[config.mk]
export PLATFORM = sky130hd
export DESIGN_NAME = flash_test_seq_flat
export DESIGN_NICKNAME = d
export VERILOG_FILES = /design/src/rtl/flash_test_seq_if.sv /design/src/rtl/flash_test_seq.sv /design/src/flat_wrapper.sv
export SDC_FILE = /design/constraint.sdc
export NUM_CORES = 1
export LEC_CHECK = 0
export ABC_AREA = 0
export BUFFER_PORTS_ARGS = -buffer_cell sky130_fd_sc_hd__buf_4
export CELL_PAD_IN_SITES_DETAIL_PLACEMENT = 0
export CELL_PAD_IN_SITES_GLOBAL_PLACEMENT = 2
export CORE_ASPECT_RATIO = 2
export CORE_UTILIZATION = 34
export DETAILED_ROUTE_END_ITERATION = 8
export HOLD_SLACK_MARGIN = 0.15
export PLACE_DENSITY = 0.9
export SYNTH_ARGS = -nofsm -noshare
export SYNTH_HDL_FRONTEND = slang
export SYNTH_SLANG_ARGS = --single-unit
export TNS_END_PERCENT = 100
[constraint.sdc]
create_clock -name CLK50M -period 2.4 [get_ports CLK50M]
set_clock_uncertainty 0.1 [all_clocks]
set_input_delay 0.48 -clock CLK50M [delete_from_list [all_inputs] [get_ports CLK50M]]
set_output_delay 0.48 -clock CLK50M [all_outputs]
set_load 0.03 [all_outputs]
[src/rtl/flash_test_seq_if.sv]
// flash_test_seq_if: handshake between the self-test sequencer and the erase/program/read engines
//   master (sequencer): erase_go, prog_go, read_go, sector out; erasing, proging, reading, read_err in
//   slave  (engines)  : the same signals with directions reversed
interface flash_test_seq_if #(parameter int SECT_W = 4);
  logic erase_go, prog_go, read_go;
  logic erasing, proging, reading, read_err;
  logic [SECT_W-1:0] sector;
  modport master(output erase_go, prog_go, read_go, sector, input erasing, proging, reading, read_err);
  modport slave(input erase_go, prog_go, read_go, sector, output erasing, proging, reading, read_err);
endinterface

[src/rtl/flash_test_seq.sv]
// flash_test_seq: flash self-test sequencer running erase/program/read-verify over a sector loop
//   CLK50M, RST      clock and synchronous active-high reset
//   start/mode/loops request, op selection and pass total (0 = endless)
//   eng              engine handshake (go pulses, sector, busy levels, read_err)
//   state, pass_cnt  progress; done/fail/timeout/err_sect final status
module flash_test_seq #(
  parameter int NUM_SECT = 4,
  parameter int SECT_W = 4,
  parameter int LOOP_W = 8,
  parameter logic [23:0] TO_MAX = 24'd5_000_000
) (
  input  logic              CLK50M,
  input  logic              RST,
  input  logic              start,
  input  logic [1:0]        mode,
  input  logic [LOOP_W-1:0] loops,
  flash_test_seq_if.master  eng,
  output logic [2:0]        state,
  output logic [LOOP_W-1:0] pass_cnt,
  output logic              done,
  output logic              fail,
  output logic              timeout,
  output logic [SECT_W-1:0] err_sect
);
  typedef enum logic [2:0] {IDLE, ERASE, PROG, READ, STOP, DONE, FAIL} st_e;
  st_e st, st_n, ent;
  logic arm, arm_n, first, first_n, tmo_n, do_ent, busy, last, to_hit;
  logic [1:0] md, md_n;
  logic [LOOP_W-1:0] lp, lp_n, pc_n, pc_inc;
  logic [SECT_W-1:0] sec, sec_n, es_n;
  logic [23:0] cnt, cnt_n;
  logic [2:0] go, go_n;
  function automatic st_e op1(input logic [1:0] m);
    return m == 2'b01 ? READ : m == 2'b11 ? PROG : ERASE;
  endfunction
  assign busy = st == ERASE ? eng.erasing : st == PROG ? eng.proging : eng.reading;
  assign last = sec == SECT_W'(NUM_SECT - 1);
  assign to_hit = cnt == TO_MAX - 24'd1;
  assign pc_inc = pass_cnt + LOOP_W'(1);
  assign state = st;
  assign done = st == DONE;
  assign fail = st == FAIL;
  assign eng.erase_go = go[0];
  assign eng.prog_go = go[1];
  assign eng.read_go = go[2];
  assign eng.sector = sec;
  always_comb begin
    st_n = st;
    arm_n = arm;
    first_n = first;
    md_n = md;
    lp_n = lp;
    pc_n = pass_cnt;
    sec_n = sec;
    es_n = err_sect;
    tmo_n = timeout;
    cnt_n = cnt;
    go_n = '0;
    ent = READ;
    do_ent = 1'b0;
    case (st)
      IDLE, DONE, FAIL: if (start) begin
        md_n = mode;
        lp_n = loops;
        first_n = 1'b1;
        pc_n = '0;
        sec_n = '0;
        tmo_n = 1'b0;
        do_ent = 1'b1;
        ent = op1(mode);
      end
      ERASE, PROG, READ:
        // busy is ignored on the go cycle so a level left over from a previous op cannot arm us
        if (arm ? (go == 3'b000 && busy) : !busy) begin
          if (arm) begin
            arm_n = 1'b0;
            cnt_n = '0;
          end else if (st == ERASE) begin
            do_ent = 1'b1;
            ent = md == 2'b00 ? PROG : READ;
          end else if (st == PROG) begin
            do_ent = 1'b1;
          end else if (eng.read_err) begin
            st_n = FAIL;
            tmo_n = 1'b0;
            es_n = sec;
          end else if (last) begin
            st_n = STOP;
          end else begin
            sec_n = sec + SECT_W'(1);
            do_ent = 1'b1;
            ent = first ? op1(md) : READ;
          end
        end else if (to_hit) begin
          st_n = FAIL;
          tmo_n = 1'b1;
          es_n = sec;
        end else begin
          cnt_n = cnt + 24'd1;
        end
      STOP: begin
        pc_n = pc_inc;
        sec_n = '0;
        first_n = 1'b0;
        if (lp != '0 && pc_inc == lp) st_n = DONE;
        else do_ent = 1'b1;
      end
      default: st_n = IDLE;
    endcase
    if (do_ent) begin
      st_n = ent;
      arm_n = 1'b1;
      cnt_n = '0;
      go_n = {ent == READ, ent == PROG, ent == ERASE};
    end
  end
  always_ff @(posedge CLK50M) begin
    if (RST) begin
      st <= IDLE;
      arm <= 1'b0;
      first <= 1'b0;
      md <= '0;
      lp <= '0;
      pass_cnt <= '0;
      sec <= '0;
      err_sect <= '0;
      timeout <= 1'b0;
      cnt <= '0;
      go <= '0;
    end else begin
      st <= st_n;
      arm <= arm_n;
      first <= first_n;
      md <= md_n;
      lp <= lp_n;
      pass_cnt <= pc_n;
      sec <= sec_n;
      err_sect <= es_n;
      timeout <= tmo_n;
      cnt <= cnt_n;
      go <= go_n;
    end
  end
endmodule
[src/flat_wrapper.sv]
// flat-port wrapper written by rule: the top's interface ports become plain ports
module flash_test_seq_flat 
#(
  parameter int NUM_SECT = 4,
  parameter int SECT_W = 4,
  parameter int LOOP_W = 8,
  parameter logic [23:0] TO_MAX = 24'd5_000_000
)
  (CLK50M, RST, start, mode, loops, state, pass_cnt, done, fail, timeout, err_sect, eng_erase_go, eng_prog_go, eng_read_go, eng_sector, eng_erasing, eng_proging, eng_reading, eng_read_err);
  flash_test_seq_if #(.SECT_W(SECT_W)) eng_i ();
  input  logic CLK50M;
  input  logic RST;
  input  logic start;
  input  logic [1:0] mode;
  input  logic [LOOP_W-1:0] loops;
  output logic [2:0] state;
  output logic [LOOP_W-1:0] pass_cnt;
  output logic done;
  output logic fail;
  output logic timeout;
  output logic [SECT_W-1:0] err_sect;
  output wire logic [$bits(eng_i.erase_go)-1:0] eng_erase_go;
  output wire logic [$bits(eng_i.prog_go)-1:0] eng_prog_go;
  output wire logic [$bits(eng_i.read_go)-1:0] eng_read_go;
  output wire logic [$bits(eng_i.sector)-1:0] eng_sector;
  input wire logic [$bits(eng_i.erasing)-1:0] eng_erasing;
  input wire logic [$bits(eng_i.proging)-1:0] eng_proging;
  input wire logic [$bits(eng_i.reading)-1:0] eng_reading;
  input wire logic [$bits(eng_i.read_err)-1:0] eng_read_err;
  assign eng_erase_go = eng_i.erase_go;
  assign eng_prog_go = eng_i.prog_go;
  assign eng_read_go = eng_i.read_go;
  assign eng_sector = eng_i.sector;
  assign eng_i.erasing = eng_erasing;
  assign eng_i.proging = eng_proging;
  assign eng_i.reading = eng_reading;
  assign eng_i.read_err = eng_read_err;
  flash_test_seq #(.NUM_SECT(NUM_SECT), .SECT_W(SECT_W), .LOOP_W(LOOP_W), .TO_MAX(TO_MAX)) u_core (.CLK50M(CLK50M), .RST(RST), .start(start), .mode(mode), .loops(loops), .eng(eng_i), .state(state), .pass_cnt(pass_cnt), .done(done), .fail(fail), .timeout(timeout), .err_sect(err_sect));
endmodule
# ---- Word-level counts from Yosys, hierarchy flattened
# Cells that the tools add are included.
dict set report word_totals {
  ff_bits 59
  latchBits 0
  mem_bits_rw 0
  rom_bits 0
  out_inout_bits 25
  memories 0
}
dict set report classes {
  n_addsub 3
  n_mul 0
  div 0
  magnitude_cmp 0
  eq_ne 41
  n_shift 0
  muxes 68
  bitwise_logic 1
  n_reduce_logical 25
}
# operator n
set op_table {}
lappend op_table {{2-to-1 mux 24 bit} 3}
lappend op_table {{2-to-1 mux 3 bit} 19}
lappend op_table {{2-to-1 mux 4 bit} 13}
lappend op_table {{adder 24 x 1 -> 24 bit, second input constant} 1}
lappend op_table {{equality test 24 x 23 -> 1 bit, second input constant} 1}
lappend op_table {{2-to-1 mux 1 bit} 23}
lappend op_table {{inequality test 2 bit, second input constant} 11}
lappend op_table {{one-hot mux 8 bit (2 select lines)} 1}
lappend op_table {{AND reduction 7 bit} 2}
lappend op_table {{equality test 3 x 2 -> 1 bit, second input constant} 4}
lappend op_table {{inequality test 3 bit, second input constant} 4}
lappend op_table {{one-hot mux 4 bit (3 select lines)} 1}
lappend op_table {{nonzero test 2 bit} 5}
lappend op_table {{equality test 3 bit, second input constant} 3}
lappend op_table {{one-hot mux 3 bit (3 select lines)} 1}
lappend op_table {{adder 8 x 1 -> 8 bit, second input constant} 1}
lappend op_table {{equality test 8 bit} 1}
lappend op_table {{2-to-1 mux 8 bit} 1}
lappend op_table {{inequality test 4 x 3 -> 1 bit, second input constant} 2}
lappend op_table {{AND reduction 8 bit} 1}
lappend op_table {{nonzero test 8 bit} 1}
lappend op_table {{equality test 3 x 1 -> 1 bit, second input constant} 2}
lappend op_table {{logical NOT 3 bit} 2}
lappend op_table {{inequality test 2 x 1 -> 1 bit, second input constant} 3}
lappend op_table {{other kinds (22)} 32}

# ---- Logic depth before layout (Yosys ltp)
# Gate-level depths: netlist of the first run.
dict set report depth {
  depth_word 12
  depth_mapped 9
  depth_no_buf 8
}

# ---- Worst setup path before layout of the first run
# OpenSTA, ideal clock, no wires.
dict set report synth_path {
  kind {flip-flop to flip-flop}
  from {register u_core.st[2] (netlist: u_core.state[2])}
  to {register u_core.cnt[23]}
  arrival_time_ps 2144
  t_required_ps 2183
  slack_ps 39
  path_stages_with_launch 10
  n_path_buf 2
  period_less_slack_ps 2361
  path_cell_list {dfxtp_1 > buf_2 > and4bb_1 > a2111o_1 > and3_1 > buf_2 > and2_4 > nand4_1 > xor2_1 > nor2_1}
}
dict set report synth_via {
  elab_chain_len 8
  word_cells_on_any_way 24
  classes_between {8 x eq/ne; 9 x mux; 7 x reduce/logical}
}
# element line
set synth_lines {}
lappend synth_lines {{start: declaration} flash_test_seq.sv:26} ;# st_e st, st_n, ent;
lappend synth_lines {{start signal: assignment} flash_test_seq.sv:131} ;# st <= st_n;
lappend synth_lines {{equality test 3 x 2 -> 1 bit} {flash_test_seq.sv:36, flash_test_seq.sv:61, flash_test_seq.sv:81}}
lappend synth_lines {{2-to-1 mux 1 bit (2 in series)} flash_test_seq.sv:36} ;# assign busy = st == ERASE ? eng.erasing : st == PROG ? eng.proging : eng.reading;
lappend synth_lines {{logical NOT 1 bit or logical AND 1 bit (tied branches)} flash_test_seq.sv:74} ;# if (arm ? (go == 3'b000 && busy) : !busy) begin
lappend synth_lines {{2-to-1 mux 1 bit (2 in series)} flash_test_seq.sv:74}
lappend synth_lines {{one-hot mux 1 bit (3 select lines)} flash_test_seq.sv:61} ;# case (st)
lappend synth_lines {{OR reduction 2 bit (no source line)} n/a}
lappend synth_lines {{end signal: assignment} flash_test_seq.sv:140} ;# cnt <= cnt_n;
lappend synth_lines {{end: declaration} flash_test_seq.sv:31} ;# logic [23:0] cnt, cnt_n;
# Parallel ways exist; a longest one is shown, timed or not.
# A chain may end at the register's enable or synchronous reset.

# ---- Worst setup path after layout of the first run
dict set report layout_path {
  from {register u_core.cnt[18]}
  to {register u_core.st[2] (netlist: u_core.state[2])}
}
dict set report layout_via {
  elab_chain_len 3
}
# element line
set layout_lines {}
lappend layout_lines {{equality test 24 x 23 -> 1 bit} flash_test_seq.sv:38} ;# assign to_hit = cnt == TO_MAX - 24'd1;
lappend layout_lines {{inequality test 4 x 1 -> 1 bit (no source line)} n/a}
lappend layout_lines {{AND reduction 7 bit (no source line)} n/a}
# Every way passes these cells.

==> results.ini, run 1 <==
[floorplan]
die_x_um = 69.9
dieArea_mm2 = 0.00962
start_util_pct = 35.0
core_area_mm2 = 0.00895
ioPinCount = 42
rows = 49
die_h_um = 138

[logic_synthesis]
syn-num-nets = 396
yosys-top-cells-area = dfxtp_1, xor2_1, nor2_1, nand2_1, a21oi_1
synth_area_mm2 = 0.00313
ys_seq_area_share_pct = 37.7
yosysWarnings = 0
async_flop_share_pct = 0
synthDistinctLibCells = 61
ys_ff_latch = 59
synthTopCellsByCount = dfxtp_1, nor2_1, nand2_1
postSynthAreaPerCell_um2 = 8.33
synth_edf_count = 0
synth_most_common_cell = dfxtp_1
syn_inst = 376
ys.flop_type = dfxtp_1
synth_largest_area_cell = dfxtp_1
netlist.area_leader.share_pct = 37.7

[global_routing]
grt_pass1_wl_um = 14000
antenna_found_initial = 0
grt_overflow = 0
grt_pass1_vias = 2873
grt_max_degree = 34
grtUsageTotal_pct = 19.1

[drt]
top_layer = met4
drc_errors = 0
routed_wl_um = 8810
dr.pass1.iters = 4
num_vias = 2949
drt_iter0_drc = 127
route.met2.wl_um = 5150
viasPerCell = 5.33
wl_per_cell_um = 15.9
drt-met1-wl_um = 3150
postRouteAntennaNets = 0
dr_wl_met3_um = 253

[timing]
period_needed_ns = 2.33
fmax_mhz = 430
rsz0062_at_grt = no
fin_setup_tns_ns = 0
tightest_slew_ns = 0.492
finalCritPeriodShare_pct = 96.9
whs_ns = 0.292
setup_viol = 0
slew_headroom_pct = 66.8
slew_viol_final = 0
hold_viol = 0

[cts]
insertion_delay_ns = 0.33
cts_sinks = 59
cts_setup_buffers = 0
cts_buffers = 9
cts_max_path_buffers = 2
path_clk_slew_ns = 0.06
cts_tree = done
cts.repair.resized = 0
clockRootBuffer = clkbuf_16
htree_levels = 3
cts_hold_buf = 0

[worst_setup_path]
critPathCaptureType = flop
ff2ff_path_depth = 7
cp.arrival_ns = 2.50
required_ns = 2.57
startpoint_type = flop
worstSetupPathType = reg2reg
critPathMaxFanout = 3

[layout]
n_fill_cell = 900
finalNetCount = 466
multi_input_area_mm2 = 0.00187
area_growth_pct = 30.0
regArea_mm2 = 0.00118
layout-drive-gt1-share_pct = 24.6
n_antenna_cell = 0

[min_path]
min_path_type = in2reg
holdPathStages = 3

[power_and_ir_drop]
ir_worst_vdd_v = 0.000531
powerDensity_mw_per_mm2 = 1020
leakage_nw = 1.69

[placed_design]
dp_hpwl_um = 6840
place.gp.congestion = 0.896
numPortBuffers = 41

[run_status]
status = finished clean

[flow_run]
cap_viol_max_count = 0

where the power goes:
group / internal, W / leakage, nW / switching (W)
logic: 0.000675 / 1.06 / 0.000959
registers: 0.00109 / 0.479 / 0.000128
clock network: 0.000830 / 0.145 / 0.000471
total: 0.00260 / 1.69 / 0.00156
metrics by stage:
| stage | area [um2] | utilization (%) | cells | power (W) | setup slack [ns] |
|---|---|---|---|---|---|
| global route | 4070 | 45.5 | 553 | 0.00436 | 0.00629 |
| global placement | 3760 | 42.0 | 537 | 0.00286 | 0.113 |
| finish | 4070 | 45.5 | 553 | 0.00415 | 0.0736 |
| floorplan | 3130 | - | 376 | 0.00224 | 0.0391 |
| detailed placement | 3760 | 42.0 | 537 | 0.00287 | 0.0908 |
| CTS | 4060 | 45.4 | 553 | 0.00418 | 0.0675 |
metal layers:
metal,track usage (%),vias to the layer above
met3,3.44,18
met2,37.8,50
met4,11.1,0
met5,0,-
li1,-,1472
met1,17.7,1409
kinds of logic after synthesis:
| kind of cell | after synthesis | synth area share, % |
|---|---|---|
| buffers and inverters | 20 | 2.92 |
| xor gates and xnor gates | 35 | 9.79 |
| muxes | 7 | 2.24 |
| and+or+nand+nor | 185 | 30.4 |
| DFF | 59 | 37.7 |
| adders and majority gates | 4 | 1.52 |
| AOI/OAI and AO/OA | 66 | 15.5 |
cell usage in the layout (no fill, tap or decap), types with 2 or more instances in the layout:
master,n
o21ai_0,11
clkinvlp_4,2
ha_1,3
and2_1,8
nand3_1,21
buf_4,74
nor4_1,4
clkbuf_16,9
dfxtp_2,2
nand4_1,9
nor3_1,9
a31oi_1,2
xor2_1,27
nand2b_1,3
or3_1,4
xnor2_1,8
nor2_2,2
nor3b_1,4
nor2b_1,3
a21oi_1,29
and3_1,15
inv_1,4
o21ai_2,2
nor2_1,46
dfxtp_1,57
clkinv_2,2
nand2_1,42
nand3b_1,3
mux2i_1,7
state kept, by name, indices dropped and copies added (netlist names), 2 cells and up:
| signal | cells |
|---|---|
| u_core.cnt | 24 |
| u_core.eng.sector | 4 |
| u_core.err_sect | 4 |
| u_core.go | 3 |
| u_core.lp | 8 |
| u_core.md | 2 |
| u_core.pass_cnt | 8 |
| u_core.state | 3 |
final timing paths:
kind | from | endpoint | slack (ns)
setup / recovery | u_core.cnt[18] | u_core.state[2] | 0.07
hold / removal | loops[5] | u_core.lp[5] | 0.29
setup reg to reg | u_core.cnt[18] | u_core.state[2] | 0.07
hold reg to reg | u_core.lp[0] | u_core.lp[0] | 0.37
worst max-delay path, stage by stage (launching register included):
cell and delay (ns):
dfxtp_1 0.35, nor4bb_1 0.47, nand4_1 0.24, nor3_4 0.26, nand3_1 0.12, a211o_1 0.29
o21ai_0 0.25, and3b_1 0.20
layout make-up:
cell class              instances  area share (%)
clock buffers                  10            5.87
clock inverters                 6            1.57
inverters                       4           0.369
multi-input cells             297            45.9
flip-flops and latches         59            29.1
well taps                     102            3.13
repair buffers                 75            14.1
Power figures use the tool's default switching activity.
==> inputs of run 2 (changes only) <==
GPL_TIMING_DRIVEN = 1   (was not set)
SETUP_SLACK_MARGIN = 0.2   (was not set)
==> run 2 against run 1 <==
Final area increased by 1.7%. Combinational power increased by 3%. Sequential share of layout area down 0.16 points. Die area did not move. Global-route usage is 0.068 points lower. Register-to-register slack better by 0.18 ns. Clock power grew 9%. Largest cell class unchanged.
==> results.ini, run 2 (same netlist as run 1, synthesis figures left out) <==
[run_status]
status = finished clean

[floorplan]
rows = 49
ioPinCount = 42
die_h_um = 138
dieArea_mm2 = 0.00962
core_area_mm2 = 0.00895
start_util_pct = 35.0
die_x_um = 69.9

[global_routing]
antenna_found_initial = 0
grt_overflow = 0
grt_pass1_vias = 2936
grt_pass1_wl_um = 14100
grt_max_degree = 34
grtUsageTotal_pct = 19.0

[worst_setup_path]
cp_slowest_cell = a2111oi_2
ff2ff_path_depth = 8
rr_endpoint = u_core.state[0]
critPathMaxFanout = 5
critPathLaunch = u_core.state[2]
critPathCaptureType = flop
worstSetupPathType = reg2reg
crit_chain = and4bb_2 > nor2_2 > buf_4 > a21o_4 > a2111oi_2 > a211o_1 > nand2_1 > a311oi_2
r2r_setup_slack_ns = 0.25
worstSetupPathDepth = 8
startpoint_type = flop
max_stage_delay_ns = 0.38
cp.arrival_ns = 2.29
reg2reg_from = u_core.state[2]
crit_family = compound AO/OA/AOI/OAI gates
critical_path_buf_inv_count = 1
crit_end = u_core.state[0]
required_ns = 2.54

[power_and_ir_drop]
powerDensity_mw_per_mm2 = 1040
pwr-share-seq_pct = 28.3
p_clk_share_pct = 32.8
leakage_nw = 1.70
internal_power_w = 0.00277
ir_worst_vdd_v = 0.000475
swShare_pct = 35.9
p_sw_w = 0.00155
p_comb_share_pct = 38.9

[flow_run]
cap_viol_max_count = 0

[layout]
n_antenna_cell = 0
regMostFlops = u_core.cnt
final_common_cell = buf_4
largest_reg_flops = 24
largestRegisters = u_core.cnt x24, u_core.lp x8, u_core.pass_cnt x8
final_cells = 552
finalNetCount = 465
layout-drive-gt1-share_pct = 26.7
final_cell_mix = buf_4, dfxtp_1, nor2_1
area_growth_pct = 32.2

[placed_design]
dp_cells = 528
numPortBuffers = 41
post-place-ws_ns = 0.0659
dp_hpwl_um = 6510
place.gp.congestion = 0.819

[timing]
fmax_mhz = 466
whs_ns = 0.294
tightest_slew_ns = 0.494
slew_viol_final = 0
fin_setup_tns_ns = 0
rsz0062_at_grt = yes
setup_viol = 0
slew_headroom_pct = 66.6
period_needed_ns = 2.15
worst_slack_ns = 0.254
finalCritPeriodShare_pct = 89.4
hold_viol = 0

[cts]
htree_levels = 3
cts_buffers = 9
cts_tree = done
cts_sinks = 59
cts_max_path_buffers = 2
clockRootBuffer = clkbuf_16
insertion_delay_ns = 0.33
path_clk_slew_ns = 0.05

[min_path]
min_path_type = in2reg

[drt]
routed_wl_um = 8760
drt_iter0_drc = 160
postRouteAntennaNets = 0
dr.pass1.iters = 4
drc_errors = 0
num_vias = 2967
viasPerCell = 5.38
wl_per_cell_um = 15.9

run 2: final cells by class:
type                            instances  area [um2]
Timing Repair Buffer                   74         578
Clock buffer                           12         256
Clock inverter                          4        72.6
Tap cell                              102         128
Inverter                                4        15.0
Sequential cell                        59        1200
Multi-Input combinational cell        297        1890
Fill cell                             908        4810
run 2: worst min path at each step:
stage	slack, ns	cells after the start	startpoint	end
2_1_floorplan	0.34	2	u_core.md[1]	u_core.md[1]
3_3_place_gp	0.36	2	u_core.md[1]	u_core.md[1]
3_5_place_dp	0.37	2	u_core.md[1]	u_core.md[1]
4_1_cts	0.28	3	loops[6]	u_core.lp[6]
5_1_grt	0.30	3	loops[6]	u_core.lp[6]
6_report	0.29	3	loops[6]	u_core.lp[6]
run 2: routing by layer:
layer	vias to the layer above	wire, um	track usage (%)
li1	1471	-	-
met2	57	4930	36.4
met3	25	301	4.24
met1	1414	3210	18.1
met5	-	0	0
met4	0	314	11.4
run 2: power groups by stage:
| stage | Combinational (W) | Clock, W | Sequential [W] |
|---|---|---|---|
| after floorplan | 0.000967 | 0 | 0.00129 |
| after CTS | 0.00160 | 0.00144 | 0.00123 |
| final | 0.00168 | 0.00142 | 0.00122 |
| after detailed placement | 0.00156 | 0 | 0.00125 |
| after global placement | 0.00155 | 0 | 0.00125 |
| after global routing | 0.00182 | 0.00148 | 0.00123 |
run 2: worst min-delay path: stages:
cell	delay, ns
buf_4	0.10
nand2_1	0.05
a21oi_1	0.05
run 2: what timing repair did:
action / in CTS / in global routing
resized for setup: 4 / 11
hold buffers: 0 / 0
pin swaps: 1 / 6
endpoints found under the setup margin: 6 / 34
buffers inserted: 1 / 7
run 2: metrics by stage:
step	instance area, um2	total power, W	util (%)
floorplan	3140	0.00225	-
global placement	3710	0.00279	41.5
detailed placement	3710	0.00281	41.5
CTS	4060	0.00427	45.4
global route	4140	0.00453	46.3
finish	4140	0.00432	46.3
==> inputs of run 3 (changes only) <==
RECOVER_POWER = 50   (was not set)
==> run 3 against run 2 <==
Die area unchanged. Combinational power down 2%. Critical path depth unchanged. Clock-buffer cell count unchanged. Flip-flop and latch count unchanged. Non-clock buffer count unchanged. Cell count unchanged. Via count about the same. Total power down 1.1%. Sequential power about the same.
==> results.ini, run 3 (same netlist as run 1, synthesis figures left out) <==
[global_routing]
grt_pass1_vias = 2936
met2_usage_pct = 36.4
grt_max_degree = 34
grtUsageTotal_pct = 19.0
grt_pass1_wl_um = 14100
top_usage_layer = met2
grt_overflow = 0
met3_usage_pct = 4.24
antenna_found_initial = 0
met1_usage_pct = 18.1

[flow_run]
cap_viol_max_count = 0

[placed_design]
dp_hpwl_um = 6510
place_area_mm2 = 0.00371
place.gp.congestion = 0.819
numPortBuffers = 41

[power_and_ir_drop]
p_clk_share_pct = 33.2
ir_worst_vdd_v = 0.000470
p_sw_w = 0.00156
pwr-share-seq_pct = 28.5
swShare_pct = 36.4
powerDensity_mw_per_mm2 = 1060
leakage_nw = 1.61
p_comb_share_pct = 38.3
totalPowerFinal_w = 0.00427
internal_power_w = 0.00272

[layout]
finalNetCount = 465
n_antenna_cell = 0
layout-drive-gt1-share_pct = 20.7
largest_reg_flops = 24
fin_area_mm2 = 0.00405
largestRegisters = u_core.cnt x24, u_core.lp x8, u_core.pass_cnt x8
regMostFlops = u_core.cnt
final_common_cell = dfxtp_1
final_cell_mix = dfxtp_1, buf_4, nor2_1
area_growth_pct = 29.2

[worst_setup_path]
ff2ff_path_depth = 8
max_stage_delay_ns = 0.37
required_ns = 2.54
crit_family = compound AO/OA/AOI/OAI gates
critical_path_buf_inv_count = 1
cp_slowest_cell = a2111oi_2
worstSetupPathType = reg2reg
cp.arrival_ns = 2.31
crit_chain = and4bb_2 > nor2_2 > buf_4 > a21o_4 > a2111oi_2 > a211o_1 > nand2_1 > a311oi_2
critPathCaptureType = flop
critPathLaunch = u_core.state[2]
critPathMaxFanout = 5
startpoint_type = flop
reg2reg_from = u_core.state[2]
crit_end = u_core.state[0]
rr_endpoint = u_core.state[0]
r2r_setup_slack_ns = 0.23
worstSetupPathDepth = 8

[run_status]
status = finished clean

[drt]
drc_errors = 0
drt_iter0_drc = 173
viasPerCell = 5.37
routed_wl_um = 8810
wl_per_cell_um = 16.0
num_vias = 2965
dr.pass1.iters = 4
postRouteAntennaNets = 0

[cts]
insertion_delay_ns = 0.33
cts_buffers = 9
cts_sinks = 59
htree_levels = 3
path_clk_slew_ns = 0.05
cts_max_path_buffers = 2
cts_tree = done
clockRootBuffer = clkbuf_16

[timing]
tightest_slew_ns = 0.500
whs_ns = 0.295
setup_viol = 0
fin_setup_tns_ns = 0
slew_viol_final = 0
finalCritPeriodShare_pct = 90.6
fmax_mhz = 460
rsz0062_at_grt = yes
hold_viol = 0
period_needed_ns = 2.17
slew_headroom_pct = 66.3

[floorplan]
rows = 49
die_h_um = 138
core_area_mm2 = 0.00895
die_x_um = 69.9
start_util_pct = 35.0
dieArea_mm2 = 0.00962
ioPinCount = 42

[min_path]
min_path_type = in2reg

run 3: what timing repair did:
action	CTS	global route
gates resized for setup	4	11
hold endpoints to repair	0	0
buffers inserted	1	7
pin swaps	1	6
hold buffers	0	0
endpoints found under the setup margin	6	34
run 3: worst min-delay path: cells and delay by family:
kind / cells / cell delay (ns)
simple gates: 1 / 0.05
compound gates: 1 / 0.05
buf+inv: 1 / 0.10
run 3: area by class of cell:
class / instances / area (um2)
multi-input cells: 297 / 1890
clock inverters: 4 / 72.6
inverters: 4 / 15.0
repair buffers: 74 / 492
flip-flops and latches: 59 / 1190
fillers: 928 / 4910
well taps: 102 / 128
clock buffers: 12 / 256
run 3: routing by layer:
layer	vias up	routed length (um)
met4	0	311
li1	1468	-
met1	1426	3330
met5	-	0
met3	25	256
met2	46	4920
run 3: power groups by stage:
stage / Combinational (W) / Clock (W) / Sequential (W)
final: 0.00164 / 0.00142 / 0.00122
after global routing: 0.00177 / 0.00148 / 0.00123
after CTS: 0.00160 / 0.00144 / 0.00123
after detailed placement: 0.00156 / 0 / 0.00125
after global placement: 0.00155 / 0 / 0.00125
after floorplan: 0.000967 / 0 / 0.00129
run 3: how the worst min path moves through the flow:
stage	endpoint	start	cells after the start
4_1_cts	u_core.lp[6]	loops[6]	3
3_3_place_gp	u_core.md[1]	u_core.md[1]	2
3_5_place_dp	u_core.md[1]	u_core.md[1]	2
2_1_floorplan	u_core.md[1]	u_core.md[1]	2
5_1_grt	u_core.lp[6]	loops[6]	3
6_report	u_core.lp[6]	loops[6]	3
run 3: per-stage QoR:
stage | cells | util, % | setup slack (ns)
detailed placement | 528 | 41.5 | 0.0659
finish | 552 | 45.2 | 0.226
CTS | 545 | 45.4 | 0.218
floorplan | 376 | - | 0.189
global route | 552 | 45.2 | 0.0903
global placement | 528 | 41.5 | 0.0989
